--- config.mk ---
export PLATFORM = sky130hd
export DESIGN_NAME = serial_cmp_ctrl
export DESIGN_NICKNAME = d
export VERILOG_FILES = /design/src/rtl/serial_cmp_ctrl.sv
export SDC_FILE = /design/constraint.sdc
export NUM_CORES = 1
export LEC_CHECK = 0
export CELL_PAD_IN_SITES_DETAIL_PLACEMENT = 1
export CELL_PAD_IN_SITES_GLOBAL_PLACEMENT = 1
export CORE_AREA = 3 3 57 59
export DETAILED_ROUTE_END_ITERATION = 10
export DIE_AREA = 0 0 60 62
export DONT_BUFFER_PORTS = 1
export PLACE_DENSITY_LB_ADDON = 0.1
export SYNTH_ARGS = -nofsm -noshare
export SYNTH_HDL_FRONTEND = slang
export SYNTH_SLANG_ARGS = --single-unit
--- constraint.sdc ---
create_clock -name clk -period 1.9 [get_ports clk]
set_input_delay 0.38 -clock clk [delete_from_list [all_inputs] [get_ports clk]]
set_output_delay 0.38 -clock clk [all_outputs]
set_load 0.01 [all_outputs]
--- src/rtl/serial_cmp_ctrl.sv ---
`default_nettype none
// ============================================================================
// Module   : serial_cmp_ctrl
// Purpose  : MSB-first bit-serial magnitude comparator controller. Captures
//            two unsigned operands on an accepted start, presents one bit
//            pair per cycle to the comparator datapath, latches the first
//            differing bit pair and reports gt/eq/lt with a one-cycle done.
// Ports    : clk      - rising-edge clock
//            reset    - asynchronous active-low reset
//            start    - compare request (sampled only in IDLE)
//            a, b     - unsigned operands [WIDTH-1:0]
//            busy     - high in SHIFT and DONE
//            done     - one-cycle result-valid pulse
//            a_bit    - current serial bit of A (0 when shift_en=0)
//            b_bit    - current serial bit of B (0 when shift_en=0)
//            shift_en - high in each cycle a bit pair is presented
//            gt/eq/lt - result flags, held from one done to the next
// Params   : WIDTH    - operand width, 2..32
// Macros   : SERIAL_CMP_EARLY_EXIT_EN - leave SHIFT as soon as a difference
//            is latched instead of always shifting WIDTH bits
// Revision : 1.0 - initial release
// ============================================================================
module serial_cmp_ctrl #(
  parameter int WIDTH = 8
) (
  input  logic             clk,
  input  logic             reset,
  input  logic             start,
  input  logic [WIDTH-1:0] a,
  input  logic [WIDTH-1:0] b,
  output logic             busy,
  output logic             done,
  output logic             a_bit,
  output logic             b_bit,
  output logic             shift_en,
  output logic             gt,
  output logic             eq,
  output logic             lt
);

  localparam int c_CW = (WIDTH > 1) ? $clog2(WIDTH) : 1;
  localparam logic [c_CW-1:0] c_CNT_INIT = c_CW'(WIDTH - 1);
  localparam logic [c_CW-1:0] c_CNT_ONE  = c_CW'(1);

  typedef enum logic [1:0] {
    S_IDLE  = 2'd0,
    S_SHIFT = 2'd1,
    S_DONE  = 2'd2
  } state_t;

  state_t           r_state;
  state_t           w_next;
  logic [WIDTH-1:0] r_sa;
  logic [WIDTH-1:0] r_sb;
  logic [c_CW-1:0]  r_cnt;
  logic             r_dgt;
  logic             r_dlt;
  logic             r_gt;
  logic             r_eq;
  logic             r_lt;

  logic w_abit;
  logic w_bbit;
  logic w_new_diff;
  logic w_dgt;
  logic w_dlt;
  logic w_last;
  logic w_exit;

  assign w_abit = r_sa[WIDTH-1];
  assign w_bbit = r_sb[WIDTH-1];

  // Only the first differing pair counts; once either decision bit is set
  // later pairs are ignored.
  assign w_new_diff = (r_state == S_SHIFT) && !(r_dgt || r_dlt) && (w_abit != w_bbit);
  assign w_dgt      = r_dgt | (w_new_diff & w_abit);
  assign w_dlt      = r_dlt | (w_new_diff & w_bbit);
  assign w_last     = (r_cnt == '0);

`ifdef SERIAL_CMP_EARLY_EXIT_EN
  assign w_exit = w_last | w_new_diff;
`else
  assign w_exit = w_last;
`endif

  assign gt = r_gt;
  assign eq = r_eq;
  assign lt = r_lt;

  // Next-state and Moore outputs
  always_comb begin
    w_next   = r_state;
    busy     = 1'b0;
    done     = 1'b0;
    shift_en = 1'b0;
    a_bit    = 1'b0;
    b_bit    = 1'b0;
    case (r_state)
      S_IDLE: begin
        if (start) w_next = S_SHIFT;
      end
      S_SHIFT: begin
        busy     = 1'b1;
        shift_en = 1'b1;
        a_bit    = w_abit;
        b_bit    = w_bbit;
        if (w_exit) w_next = S_DONE;
      end
      S_DONE: begin
        busy   = 1'b1;
        done   = 1'b1;
        w_next = S_IDLE;
      end
      default: w_next = S_IDLE;
    endcase
  end

  always_ff @(posedge clk or negedge reset) begin
    if (!reset) begin
      r_state <= S_IDLE;
      r_sa    <= '0;
      r_sb    <= '0;
      r_cnt   <= '0;
      r_dgt   <= 1'b0;
      r_dlt   <= 1'b0;
      r_gt    <= 1'b0;
      r_eq    <= 1'b1;
      r_lt    <= 1'b0;
    end else begin
      r_state <= w_next;
      case (r_state)
        S_IDLE: begin
          if (start) begin
            r_sa  <= a;
            r_sb  <= b;
            r_cnt <= c_CNT_INIT;
            r_dgt <= 1'b0;
            r_dlt <= 1'b0;
          end
        end
        S_SHIFT: begin
          r_sa  <= {r_sa[WIDTH-2:0], 1'b0};
          r_sb  <= {r_sb[WIDTH-2:0], 1'b0};
          r_cnt <= r_cnt - c_CNT_ONE;
          r_dgt <= w_dgt;
          r_dlt <= w_dlt;
          // Flags take the final decision (including this cycle's pair) on
          // the edge into DONE, so they are valid together with done and
          // stay untouched for the whole SHIFT phase.
          if (w_exit) begin
            r_gt <= w_dgt;
            r_lt <= w_dlt;
            r_eq <= ~(w_dgt | w_dlt);
          end
        end
        default: ;
      endcase
    end
  end

endmodule
`default_nettype wire
# Yosys cells after proc, flatten, opt, wreduce, memory -nomap -nowiden
# Index checks and enable logic that the tools add are counted.
[word_totals]
register_bits = 26
in_bits = 19
out_inout_bits = 8
elab_cells = 49
[op_classes]
addsub = 1
eq_ne = 5
muxes = 17
n_bitwise = 6
reduce_logical = 11
[ops]
columns = ["op", "n"]
rows = [
  ["$pmux W8 S2", 2],
  ["$mux W8", 2],
  ["$mux W1", 6],
  ["$pmux W3 S2", 1],
  ["$reduce_and A2 Y1", 3],
  ["$mux W2", 2],
  ["$ne A2 B2 Y1 const B", 2],
  ["$pmux W1 S2", 2],
  ["$pmux W2 S2", 1],
  ["$logic_not A3 Y1", 1],
  ["$mux W3", 1],
  ["$or A1 B1 Y1", 3],
  ["$sub A3 B1 Y3 const B", 1],
  ["$and A1 B1 Y1", 2],
  ["$eq A2 B1 Y1 const B", 1],
  ["$eq A2 B2 Y1 const B", 1],
  ["$logic_and A1 B1 Y1", 2],
  ["$logic_not A2 Y1", 1],
  ["$reduce_bool A2 Y1", 1],
  ["$reduce_or A2 Y1", 1],
  ["$logic_not A1 Y1", 1],
  ["$logic_or A1 B1 Y1", 1],
  ["$ne A1 B1 Y1", 1],
  ["$not A1 Y1", 1],
]

# Depth between registers and ports, before layout
[logic_depth]
word_depth = 8
ltp_mapped = 7
mapped_depth_nobuf = 5

# Worst setup path before layout
# Ideal clock, no wire load.
[synth_path]
path_kind = "reg-to-output"
start = "register r_state[1]"
end = "output port a_bit"
t_arrival_ns = 1.253
t_required_ns = 1.520
path_slack_ns = 0.267
stages_incl_launch_ff = 6
path_buffers = 2
path_cell_list = "dfrtp_1 > inv_1 > ha_1 > buf_2 > buf_2 > and2_1"
[synth_between]
elab_chain_cells = 2
[synth_lines]
columns = ["item", "line_no", "rtl"]
rows = [
  ["from (decl)", "51", "state_t r_state;"],
  ["from (signal assigned)", "130", "r_state <= w_next;"],
  ["$eq A2 B1 Y1", "98", "case (r_state)"],
  ["$mux W1", "98", ""],
  ["to (decl)", "33", "output logic a_bit,"],
]
# No other way between the ends.

# Worst setup path in the final report
[layout_path]
start = "register r_state[1]"
end = "output port shift_en"
[layout_between]
elab_chain_cells = 2
[layout_lines]
columns = ["item", "line_no", "rtl"]
rows = [
  ["$eq A2 B1 Y1", "98", ""],
  ["$mux W1", "98", ""],
  ["to (decl)", "35", "output logic shift_en,"],
]
# No other way between the ends.

==> results.py <==
metrics = {
    "layout": {
        "diodes": 0,
        "stdcell_count": 165,
        "fin_nets": 160,
        "ff_latch_area_um2": 652,
        "drive_gt1_share_pct": 13.4,
        "areaGrowthSynthToFinish_pct": 8.96,
        "multiInputGateArea_um2": 606,
        "fill_cells": 323,
    },
    "timing": {
        "skew_ps": 7.71,
        "fmax_ghz": 0.582,
        "finalMaxSlewViolations": 0,
        "setup-violations-final": 0,
        "hold_violations": 0,
        "post-route-period-util_pct": 90.5,
        "fin_ws_ps": 181,
        "relSlewSlack_pct": 81.6,
        "tightestPinTransition_ps": 272,
        "rsz0062_at_grt": "no",
        "period_minus_slack_ps": 1720,
        "timing.setup.tns_ps": 0,
    },
    "critical_path": {
        "cp_max_fo": 12,
        "slowest_delay_ps": 420,
        "crit_chain": "inv_1 > ha_4 > buf_4",
        "end_kind": "output pin",
        "r2r_slack_ps": 220,
        "ff2ff_path_depth": 6,
        "critPathSlowestCell": "dfrtp_1",
        "cp.arrival_ps": 1340,
        "critPathLaunchType": "flip-flop",
        "cp.required_ps": 1520,
        "worst-setup-path-type": "reg -> out",
    },
    "placed_design": {
        "hpwl_mm": 1.99,
        "pre_cts_slack_ps": 213,
        "place_congestion": 0.744,
        "dp_cells": 159,
        "numPortBuffers": 0,
    },
    "power": {
        "ir_worst_vdd_mv": 1.03,
        "cellPowerDensity_mw_per_mm2": 1710,
        "power.leakage_nw": 0.646,
        "power_mw": 2.45,
    },
    "global_routing": {
        "grt_pass1_vias": 985,
        "grtUsageMet2_pct": 26.5,
        "use_met1_pct": 19.2,
        "grt_pass1_wl_mm": 4.33,
        "grt_max_degree": 27,
        "grtUsageTotal_pct": 15.6,
        "overflow": 0,
        "grt.busiest_layer": "met2",
        "use_met3_pct": 3.93,
        "antenna_found_initial": 0,
    },
    "detailed_routing": {
        "final_antenna_net_count": 0,
        "drt-total-wl_mm": 2.59,
        "vias_per_cell": 5.51,
        "drt_first_pass_iters": 3,
        "drt_iter0_drc": 32,
        "wl_per_cell_um": 15.7,
        "vias": 909,
        "drc": 0,
    },
    "synthesis": {
        "synth_common_cells": "25 x dfrtp_1, 22 x nand2_1, 14 x mux2i_1",
        "synth.avg_cell_area_um2": 10.3,
        "synth.area.top_cells": "dfrtp_1 48%, mux2i_1 11%, nand2_1 6.3%",
        "yosysSeqAreaShare_pct": 49.7,
        "synth_seq_cells": 26,
        "synth_flop_cell": "dfrtp_1",
        "yosys_warnings": 0,
        "synthArstFlopShare_pct": 100,
        "synth_fp_nets": 153,
        "netlist.area_leader.share_pct": 47.7,
        "synth_top_cell_by_area": "dfrtp_1",
        "synth_cells": 128,
        "yosysMostFrequentCell": "dfrtp_1",
        "yosysUniqueCellTypes": 26,
        "synth.cell_area_mm2": 0.00131,
        "synth-edff-count": 0,
    },
    "cts": {
        "postCtsSetupBuffers": 0,
        "cts_inserted_buffers": 3,
        "insertion_delay_ps": 320,
        "cts_tree": "yes",
        "path_clk_slew_ps": 130,
        "h-tree-depth": 1,
        "cts-root-buf": "clkbuf_4",
        "clockBufferDepth": 2,
        "clock-sinks": 26,
    },
    "min_path": {
        "whs_path_depth": 2,
        "holdCritPathClass": "in -> reg",
    },
    "floorplanning": {
        "core_mm2": 0.00276,
        "dieArea_mm2": 0.00372,
        "rows": 19,
        "start_util_pct": 47.6,
        "die_w_um": 60,
        "io_pins": 27,
        "die_h_um": 62,
    },
    "run_status": {
        "outcome": "complete, no violations",
    },
    "job": {
        "cap_violations": 0,
    },
}
-- state kept, by name, indices dropped and copies added, names as in the netlist --
register and flops:
r_dlt 1, r_sb 8, lt 1, eq 1, gt 1, r_cnt 3, r_sa 8, r_state 2
r_dgt 1
-- per-stage QoR --
step | hold WS (ps) | area, um2 | util, %
floorplan | 84.4 | 1310 | -
global placement | 85.3 | 1350 | 49.0
detailed placement | 85.2 | 1350 | 49.0
CTS | 176 | 1420 | 51.5
global route | 187 | 1430 | 51.9
finish | 190 | 1430 | 51.9
-- layout by cell type (no fill, tap or decap), drive strengths merged, types with 4 or more instances in the layout --
master and count:
a21oi 5, buf 7, clkbuf 4, dfrtp 25
ha 6, inv 6, mux2i 15, nand2 22
nor2 7, o21ai 19
-- path summary, 6_finish.rpt --
kind | start | to
min reg2reg | r_dlt$_DFFE_PN0P_ | eq$_DFFE_PN1P_
max reg2reg | r_state[0]$_DFFE_PN0P_ | r_cnt[2]$_DFFE_PN0P_
min in group asynchronous | reset | gt$_DFFE_PN0P_
min | b[0] | r_sb[0]$_DFFE_PN0P_
max in group asynchronous | reset | eq$_DFFE_PN1P_
max | r_state[1]$_DFFE_PN0P_ | shift_en
-- cells by family (layout without fill, tap and decap cells) --
group	after synthesis	count (layout)	share of synthesized area (%)
multiplexers	17	17	14.1
adder cells (fa/ha/maj)	6	6	5.72
XOR/XNOR	1	1	0.667
buffers and inverters	12	18	5.15
AO/OA/AOI/OAI	28	28	12.1
AND/OR/NAND/NOR	38	38	12.6
flip-flops	26	26	49.7
-- what timing repair did --
action	in CTS	in global routing
gates cloned	0	0
gates resized for setup	1	1
setup endpoints to repair	3	3
endpoints found under the hold margin	26	0
hold buffers	2	0
-- power breakdown --
part,switching [mW],leakage (nW),internal (mW)
clock,0.160,0.0210,0.117
combinational,0.639,0.306,0.531
sequential,0.189,0.320,0.817
-- area by class of cell --
cell class | count | share of cell area (%)
Sequential cell | 26 | 45.6
Clock buffer | 4 | 2.54
Tap cell | 31 | 2.71
Inverter | 6 | 1.57
Multi-Input combinational cell | 90 | 42.3
Timing Repair Buffer | 8 | 5.25
-- critical path: cells and delay by family, from the launching register on --
kind | cells | cell delay, ps
flip-flops | 1 | 420
buffers and inverters | 2 | 360
adder cells (fa/ha/maj) | 1 | 250
-- layer usage --
metal | vias to the layer above | part of all wire, % | routed length, um
li1 | 444 | - | -
met1 | 446 | 45 | 1160
met2 | 17 | 50 | 1290
met3 | 2 | 4.8 | 125
met4 | 0 | 0.50 | 13
met5 | - | 0 | 0
No activity file was read; power rests on OpenSTA's default activity.
